## src/rtl/set_cmd_dispatcher_if.sv

```systemverilog
// set_cmd_dispatcher_if: host-side command and result streams of set_cmd_dispatcher.
// The master is the host and the slave is the dispatcher.
interface set_cmd_dispatcher_if #(
  parameter int unsigned TAG_W = 4
) ();

  // Command stream: host to dispatcher
  logic             cmd_valid;
  logic             cmd_ready;
  logic [23:0]      cmd_central;
  logic [11:0]      cmd_radius;
  logic [1:0]       cmd_mode;

  // Result stream: dispatcher to host
  logic             res_valid;
  logic             res_ready;
  logic [7:0]       res_candidate;
  logic [TAG_W-1:0] res_tag;
  logic             res_err;

  modport master (
    output cmd_valid, cmd_central, cmd_radius, cmd_mode, res_ready,
    input  cmd_ready, res_valid, res_candidate, res_tag, res_err
  );

  modport slave (
    input  cmd_valid, cmd_central, cmd_radius, cmd_mode, res_ready,
    output cmd_ready, res_valid, res_candidate, res_tag, res_err
  );

endinterface

```

## src/rtl/set_cmd_dispatcher.sv

```systemverilog
// set_cmd_dispatcher: buffers circle-set queries from the host in a small FIFO,
// issues them one at a time to SET and returns each candidate count as a
// tagged result, strictly in command order.
// Optional watchdog: define SETDISP_TIMEOUT_EN to turn a silent SET into an
// error result (candidate 8'hFF, err=1) after TIMEOUT wait cycles.
module set_cmd_dispatcher #(
  parameter int unsigned DEPTH   = 4,
  parameter int unsigned TAG_W   = 4,
  parameter int unsigned TIMEOUT = 1024
) (
  input  logic                clk,
  input  logic                rst,
  set_cmd_dispatcher_if.slave host,
  output logic                set_en,
  output logic [23:0]         set_central,
  output logic [11:0]         set_radius,
  output logic [1:0]          set_mode,
  input  logic                set_busy,
  input  logic                set_valid,
  input  logic [7:0]          set_candidate
);

  localparam int unsigned PTR_W = (DEPTH > 1) ? $clog2(DEPTH) : 1;
  localparam int unsigned CNT_W = $clog2(DEPTH + 1);

  if (DEPTH < 2 || (DEPTH & (DEPTH - 1)) != 0) begin : g_depth_check
    $error("set_cmd_dispatcher: DEPTH must be a power of two >= 2");
  end
  if (TIMEOUT < 1) begin : g_timeout_check
    $error("set_cmd_dispatcher: TIMEOUT must be >= 1");
  end

  typedef struct packed {
    logic [23:0]      central;
    logic [11:0]      radius;
    logic [1:0]       mode;
    logic [TAG_W-1:0] tag;
  } entry_t;

  typedef enum logic [1:0] {
    IDLE  = 2'd0,
    ISSUE = 2'd1,
    WAIT  = 2'd2
  } state_t;

  state_t           state;
  state_t           state_n;
  entry_t           mem [DEPTH];
  entry_t           wdata;
  entry_t           iss;
  logic [PTR_W-1:0] wr_ptr;
  logic [PTR_W-1:0] rd_ptr;
  logic [CNT_W-1:0] count;
  logic [CNT_W-1:0] count_n;
  logic [TAG_W-1:0] tag;
  logic             push;
  logic             pop;
  logic             res_load;
  logic [7:0]       res_candidate_n;
  logic             res_err_n;

  assign push  = host.cmd_valid & host.cmd_ready;
  assign wdata = '{central: host.cmd_central, radius: host.cmd_radius,
                   mode: host.cmd_mode, tag: tag};

`ifdef SETDISP_TIMEOUT_EN
  localparam int unsigned TO_W = $clog2(TIMEOUT + 1);

  logic [TO_W-1:0] wd_cnt;
  logic            wd_expire;

  assign wd_expire = (wd_cnt == TO_W'(TIMEOUT - 1));

  // Watchdog: counts WAIT cycles, held at zero elsewhere so it restarts on entry
  always_ff @(posedge clk) begin
    if (rst || state != WAIT) begin
      wd_cnt <= '0;
    end else begin
      wd_cnt <= wd_cnt + TO_W'(1);
    end
  end
`endif

  // Occupancy after this edge's push/pop
  always_comb begin
    count_n = count;
    if (push && !pop) begin
      count_n = count + CNT_W'(1);
    end else if (pop && !push) begin
      count_n = count - CNT_W'(1);
    end
  end

  // FIFO pointers, occupancy, tag counter and registered ready
  always_ff @(posedge clk) begin
    if (rst) begin
      wr_ptr         <= '0;
      rd_ptr         <= '0;
      count          <= '0;
      tag            <= '0;
      host.cmd_ready <= 1'b1;
    end else begin
      if (push) begin
        wr_ptr <= wr_ptr + PTR_W'(1);
        tag    <= tag + TAG_W'(1);
      end
      if (pop) begin
        rd_ptr <= rd_ptr + PTR_W'(1);
      end
      count          <= count_n;
      host.cmd_ready <= (count_n < CNT_W'(DEPTH));
    end
  end

  // FIFO storage; contents are meaningless while the occupancy says empty
  always_ff @(posedge clk) begin
    if (push) begin
      mem[wr_ptr] <= wdata;
    end
  end

  // FSM state register
  always_ff @(posedge clk) begin
    if (rst) begin
      state <= IDLE;
    end else begin
      state <= state_n;
    end
  end

  // FSM next state, FIFO pop and result capture decisions
  always_comb begin
    state_n         = state;
    pop             = 1'b0;
    res_load        = 1'b0;
    res_candidate_n = set_candidate;
    res_err_n       = 1'b0;
    case (state)
      IDLE: begin
        if (count != '0 && !set_busy && !host.res_valid) begin
          state_n = ISSUE;
          pop     = 1'b1;
        end
      end
      ISSUE: begin
        state_n = WAIT;
      end
      WAIT: begin
        if (set_valid) begin
          state_n  = IDLE;
          res_load = 1'b1;
        end
`ifdef SETDISP_TIMEOUT_EN
        else if (wd_expire) begin
          state_n         = IDLE;
          res_load        = 1'b1;
          res_candidate_n = 8'hFF;
          res_err_n       = 1'b1;
        end
`endif
      end
      default: begin
        state_n = IDLE;
      end
    endcase
  end

  // Issue registers, SET query outputs and the held result
  always_ff @(posedge clk) begin
    if (rst) begin
      iss                <= '0;
      set_en             <= 1'b0;
      set_central        <= '0;
      set_radius         <= '0;
      set_mode           <= '0;
      host.res_valid     <= 1'b0;
      host.res_candidate <= '0;
      host.res_tag       <= '0;
      host.res_err       <= 1'b0;
    end else begin
      if (pop) begin
        iss <= mem[rd_ptr];
      end
      set_en <= (state == ISSUE);
      if (state == ISSUE) begin
        set_central <= iss.central;
        set_radius  <= iss.radius;
        set_mode    <= iss.mode;
      end else begin
        set_central <= '0;
        set_radius  <= '0;
        set_mode    <= '0;
      end
      if (res_load) begin
        host.res_valid     <= 1'b1;
        host.res_candidate <= res_candidate_n;
        host.res_tag       <= iss.tag;
        host.res_err       <= res_err_n;
      end else if (host.res_valid && host.res_ready) begin
        host.res_valid <= 1'b0;
      end
    end
  end

endmodule

```

## src/flat_wrapper.sv

```systemverilog
// flat-port wrapper written by rule: the top's interface ports become plain ports
module set_cmd_dispatcher_flat 
#(
  parameter int unsigned DEPTH   = 4,
  parameter int unsigned TAG_W   = 4,
  parameter int unsigned TIMEOUT = 1024
)
  (clk, rst, set_en, set_central, set_radius, set_mode, set_busy, set_valid, set_candidate, host_cmd_valid, host_cmd_central, host_cmd_radius, host_cmd_mode, host_res_ready, host_cmd_ready, host_res_valid, host_res_candidate, host_res_tag, host_res_err);
  set_cmd_dispatcher_if #(.TAG_W(TAG_W)) host_i ();
  input  logic clk;
  input  logic rst;
  output logic set_en;
  output logic [23:0] set_central;
  output logic [11:0] set_radius;
  output logic [1:0] set_mode;
  input  logic set_busy;
  input  logic set_valid;
  input  logic [7:0] set_candidate;
  input wire logic [$bits(host_i.cmd_valid)-1:0] host_cmd_valid;
  input wire logic [$bits(host_i.cmd_central)-1:0] host_cmd_central;
  input wire logic [$bits(host_i.cmd_radius)-1:0] host_cmd_radius;
  input wire logic [$bits(host_i.cmd_mode)-1:0] host_cmd_mode;
  input wire logic [$bits(host_i.res_ready)-1:0] host_res_ready;
  output wire logic [$bits(host_i.cmd_ready)-1:0] host_cmd_ready;
  output wire logic [$bits(host_i.res_valid)-1:0] host_res_valid;
  output wire logic [$bits(host_i.res_candidate)-1:0] host_res_candidate;
  output wire logic [$bits(host_i.res_tag)-1:0] host_res_tag;
  output wire logic [$bits(host_i.res_err)-1:0] host_res_err;
  assign host_i.cmd_valid = host_cmd_valid;
  assign host_i.cmd_central = host_cmd_central;
  assign host_i.cmd_radius = host_cmd_radius;
  assign host_i.cmd_mode = host_cmd_mode;
  assign host_i.res_ready = host_res_ready;
  assign host_cmd_ready = host_i.cmd_ready;
  assign host_res_valid = host_i.res_valid;
  assign host_res_candidate = host_i.res_candidate;
  assign host_res_tag = host_i.res_tag;
  assign host_res_err = host_i.res_err;
  set_cmd_dispatcher #(.DEPTH(DEPTH), .TAG_W(TAG_W), .TIMEOUT(TIMEOUT)) u_core (.clk(clk), .rst(rst), .host(host_i), .set_en(set_en), .set_central(set_central), .set_radius(set_radius), .set_mode(set_mode), .set_busy(set_busy), .set_valid(set_valid), .set_candidate(set_candidate));
endmodule
```

## config.mk

```make
export PLATFORM = sky130hd
export DESIGN_NAME = set_cmd_dispatcher_flat
export DESIGN_NICKNAME = d
export VERILOG_FILES = /design/src/rtl/set_cmd_dispatcher_if.sv /design/src/rtl/set_cmd_dispatcher.sv /design/src/flat_wrapper.sv
export SDC_FILE = /design/constraint.sdc
export NUM_CORES = 1
export LEC_CHECK = 0
export ABC_AREA = 1
export BUFFER_PORTS_ARGS = -buffer_cell sky130_fd_sc_hd__buf_2
export CORE_MARGIN = 5
export CORE_UTILIZATION = 33
export DETAILED_ROUTE_END_ITERATION = 8
export PLACE_DENSITY_LB_ADDON = 0.05
export RECOVER_POWER = 50
export SYNTH_ARGS = -nofsm -noshare
export SYNTH_HDL_FRONTEND = slang
export SYNTH_SLANG_ARGS = --single-unit
```

## constraint.sdc

```tcl
create_clock -name clk -period 3.2 [get_ports clk]
set_input_delay 0.48 -clock clk [delete_from_list [all_inputs] [get_ports clk]]
set_output_delay 0.48 -clock clk [all_outputs]
set_load 0.02 [all_outputs]
```

Word-level counts from Yosys, hierarchy flattened. Memories as Yosys holds them, arrays and structs flattened. A register that Yosys moved wholly into a read port is not among the register bits. Index checks and enable logic that the tools add are counted. W data, S select, Z words.

Muxes and demuxes: 13. Order comparisons: 1. Add/sub/neg operators: 5. Reduce and logical (&&, ||, !) cells: 14. Bitwise operators: 2. Equal/unequal tests: 4.

Operators with widths (number): $mux W1 (8); $mux W3 (2); $pmux W2 S3 (1); $logic_and A1 B1 Y1 (5); $add A2 B1 Y2 const B (2); $add A4 B1 Y4 const B (1); $logic_not A1 Y1 (4); $mux W2 (2); $add A3 B1 Y3 const B (1); $lt A3 B3 Y1 const B (1); $reduce_bool A3 Y1 (1); $sub A3 B1 Y3 const B (1); $eq A2 B1 Y1 const B (1); $eq A2 B2 Y1 const B (1); $logic_not A2 Y1 (1); $ne A2 B1 Y1 const B (1); $ne A2 B2 Y1 const B (1); $reduce_and A2 Y1 (1); $reduce_bool A2 Y1 (1); $reduce_or A2 Y1 (1); $and A1 B1 Y1 (1); $not A1 Y1 (1).

Bits of input ports: 52. Memory bits (writable): 168. Word-level logic and storage cells: 53. Memories kept: 1. Register bits: 66. Output and inout port bits: 54.

Memories: u_core.mem (depth 4, width 42, rd ports 1, clocked after Yosys merged registers in 1, write ports 1, RTL line set_cmd_dispatcher.sv:48) `entry_t mem [DEPTH];`.

Longest topological paths before layout.
Depth in word-level cells: 9. Gate-level depth with buffers: 12. Mapped depth without buffers: 12.

Least setup slack after synthesis. No wires, ideal clock.

Kind: input to register. Start: input port host_cmd_valid. End: memory u_core.mem[0][0] (netlist name), enable pin. Required time: 2758 ps. Buffers on the path: 1. Data arrival time: 2541 ps. Path slack: 218 ps. Stages: 3. Library setup time: 442 ps. Cell sequence: nand2_1 -> clkbuf_1 -> nor2_1.

Word-level cells in the longest chain between the ends: 3.

RTL lines: start: declaration (RTL line flat_wrapper.sv:19) `input wire logic [$bits(host_i.cmd_valid)-1:0] host_cmd_valid;`; $and A1 B1 Y1 (RTL line set_cmd_dispatcher.sv:62) `assign push = host.cmd_valid & host.cmd_ready;`; $mux W1 (RTL line set_cmd_dispatcher.sv:117) `if (push) begin`; $mux W1 (implied by the code) (RTL line set_cmd_dispatcher.sv:118) `mem[wr_ptr] <= wdata;`; end: declaration (RTL line set_cmd_dispatcher.sv:48).

No other way between the ends.

==> impl_metrics.py <==
metrics = {
    "sta": {
        "relSlewSlack_pct": -5.656,
        "setup_viol": 0,
        "fmax_ghz": 0.4813,
        "finalWorstSetupSlack_ps": 1122,
        "grt_setup_unrepaired": "no",
        "tightest_slew_ps": 1585,
        "hold_violations": 0,
        "min_period_over_period_pct": 64.93,
        "setup_tns_ps": 0,
        "skew_ps": 13.02,
        "drv_slew": 61,
        "finalCriticalPeriod_ps": 2078,
    },
    "power": {
        "ir_drop_v": 0.0004208,
        "seqPwrFrac_pct": 42.8,
        "swShare_pct": 30.81,
        "powerDensity_nw_per_um2": 818.1,
        "leakage_nw": 5.695,
        "p_int_mw": 7.295,
        "clkPwrFrac_pct": 34.8,
        "p_sw_mw": 3.249,
        "p_comb_share_pct": 22.4,
    },
    "worst_hold_path": {
        "min_path_type": "in2reg",
    },
    "synth": {
        "synth_top_family_by_area": "simple AND/OR/NAND/NOR gates",
        "yosysUniqueCellTypes": 21,
        "synth-compound-area-share_pct": 1.914,
        "yosysWarnings": 0,
        "syn_inst": 1178,
        "synth.yosys.seq_area_share_pct": 65.63,
        "synth_area_um2": 10980,
        "synthAdderAreaFrac_pct": 1.139,
        "synth-simple-area-share_pct": 19.82,
        "synthMuxAreaShare_pct": 0,
        "syn_nets": 1240,
        "synthXorXnorAreaFrac_pct": 0.07976,
        "synth_top_area_share_pct": 45.94,
        "synth_top_cells_by_area": "edfxtp_1 46%, dfxtp_1 20%, nand2_1 11%",
        "syn_avg_cell_area_um2": 9.321,
        "netlist.top_cell.by_area": "edfxtp_1",
        "synth-seq-cells": 276,
    },
    "critical_path": {
        "regToRegStartpoint": "u_core.rd_ptr[0]",
        "crit_required_ps": 3610,
        "cp-start-kind": "input pin",
        "cp_max_fo": 60,
        "worstRegToRegCells": 7,
        "endpoint": "u_core.host.res_tag[1]",
        "cpPeakStageDelay_ps": 1150,
        "cp_slowest_cell": "clkbuf_2",
        "crit_chain": "clkbuf_1 > inv_2 > clkbuf_2 > o21ai_0 > a21oi_1",
        "startpoint": "rst",
        "arrival_ps": 2490,
        "rrSetupSlack_ps": 1250,
        "rr_endpoint": "u_core.iss[2]",
        "path_class": "in2reg",
        "crit_path_end_kind": "flip-flop",
    },
    "cts": {
        "clk_latency_ps": 500,
        "tritoncts": "yes",
        "numCtsBuffers": 35,
        "htreeDepth": 2,
        "holdBufCountCts": 0,
        "cts_resized": 0,
        "postCtsSetupBuffers": 0,
        "cts.sinks": 276,
        "path_clk_slew_ps": 50,
        "clockBufferDepth": 3,
        "ctsRootBufferMaster": "clkbuf_16",
    },
    "floorplanning": {
        "num_io_pins": 106,
        "initial_core_util_pct": 33.58,
        "dieArea_um2": 37020,
        "chipWidth_um": 192.4,
        "die_y_um": 192.4,
        "core_area_um2": 32700,
        "fp-row-count": 66,
    },
    "drt": {
        "viasPerCell": 4.157,
        "drt_iter0_markers": 326,
        "drt_pass1_iterations": 5,
        "drt-wirelength-per-cell_um": 14.14,
        "routed_wl_um": 24720,
        "via_count": 7270,
        "postRouteAntennaNets": 0,
        "drc": 0,
    },
    "placed_design": {
        "port-buffer-count": 104,
        "gp_congestion": 0.7077,
        "place_ws_ps": 1114,
        "hpwl_um": 13210,
        "dp.cells": 1686,
    },
    "run": {
        "maxCapViolations": 1,
    },
    "global_route": {
        "antenna_found_initial": 3,
        "grt_pass1_vias": 7191,
        "track_usage_pct": 13.67,
        "grt_pass1_wl_um": 39480,
        "grt_max_degree": 88,
        "grt.overflow.total": 0,
    },
    "status": {
        "outcome": "finished, violations left",
        "violations": "max-capacitance violations, max-slew violations",
    },
    "finish": {
        "areaGrowthSynthToFinish_pct": 17.37,
        "drive_gt1_share_pct": 6.656,
        "nNetsFinal": 1343,
        "fin_util_pct": 39.41,
        "final_cells": 1749,
        "n_antenna_cell": 0,
    },
}
==> cell families (layout without fill, tap and decap cells) <==
logic type	count (synthesis)	after routing
flops	276	276
fa+ha+maj	10	10
compound gates	41	41
simple gates	547	547
buf+inv	302	431
other cells	1	1
xor+xnor	1	1
==> metal layers <==
layer	up-vias	routed length [um]	track usage (%)
li1	3789	-	-
met3	41	1084	2.732
met2	126	11700	23.53
met4	6	511	4.059
met1	3308	11390	17.45
met5	-	33	0
==> synth_stat cells <==
master    number
buf_2         33
nor3_1         1
dfxtp_1      108
nand2_1      316
conb_1         1
clkbuf_1       6
inv_1        246
o211ai_1       1
edfxtp_1     168
o21ai_1        6
a21oi_1       22
buf_4          6
nand3_2        1
buf_6          7
o31ai_1        1
nand3_1       92
o21ai_0       11
inv_2          4
nor2_1       137
ha_1          10
xor2_1         1
==> layout by cell type (no fill, tap or decap), types with 2 or more instances in the layout <==
| master | n |
|---|---|
| ha_1 | 10 |
| clkinv_2 | 6 |
| dfxtp_1 | 106 |
| clkinv_1 | 2 |
| clkbuf_8 | 6 |
| nor2_1 | 133 |
| buf_4 | 9 |
| buf_12 | 2 |
| edfxtp_1 | 168 |
| nor2_4 | 4 |
| clkbuf_1 | 103 |
| o21ai_1 | 5 |
| o21ai_0 | 12 |
| nand3_1 | 92 |
| buf_2 | 15 |
| inv_1 | 246 |
| clkbuf_16 | 37 |
| a21oi_1 | 22 |
| inv_2 | 3 |
| nand2_1 | 316 |
==> stage by stage <==
step / hold WS [ps] / cell area, um^2 / power, mW
after floorplan: 416.0 / 10980 / 6.396
after global placement: 421.0 / 11920 / 7.025
after detailed placement: 426.0 / 11920 / 7.032
after CTS: 162.5 / 13010 / 10.79
after global routing: 195.8 / 12890 / 11.31
final: 180.6 / 12890 / 10.54
==> registers in the layout (all words and copies together) (netlist names), named ones only <==
| register | flops |
|---|---|
| u_core.host.res_tag | 4 |
| u_core.set_en | 1 |
| u_core.host.res_valid | 1 |
| u_core.rd_ptr | 2 |
| u_core.host.cmd_ready | 1 |
| u_core.set_central | 24 |
| u_core.mem | 168 |
| u_core.set_mode | 2 |
| u_core.state | 2 |
| u_core.host.res_candidate | 8 |
| u_core.tag | 4 |
| u_core.count | 2 |
| u_core.wr_ptr | 2 |
| u_core.set_radius | 12 |
| u_core.iss | 42 |
==> worst min path at each step <==
stage	from	end	slack, ps	depth (start not counted)
2_1_floorplan	u_core.iss[18]	u_core.set_central[0]	420	2
3_3_place_gp	u_core.iss[6]	u_core.set_radius[0]	420	2
3_5_place_dp	u_core.iss[21]	u_core.set_central[3]	430	2
4_1_cts	set_valid	u_core.state[1]	160	2
5_1_grt	set_valid	u_core.state[1]	200	2
6_report	set_valid	u_core.state[1]	180	2
==> power by group through the flow <==
stage | Clock [mW] | Sequential, mW | Combinational [mW]
floorplan | 0 | 4.58 | 1.82
global placement | 0 | 4.58 | 2.44
detailed placement | 0 | 4.59 | 2.44
CTS | 3.81 | 4.52 | 2.46
global route | 3.95 | 4.56 | 2.79
finish | 3.67 | 4.51 | 2.36
==> critical path, delay by kind of cell <==
kind | cells | cell delay, ps
buffers and inverters | 3 | 1500
AOI/OAI and AO/OA | 2 | 480
==> area by class of cell <==
type	count	area, um^2
fill	3379	19810
sequential	276	7212
multi-input combinational	600	2561
clock buffer	55	1054
inverter	250	939.7
tap	442	553.0
timing repair buffer	118	529.3
clock inverter	8	38.79
Note: power is estimated with default switching activity, not from simulation.
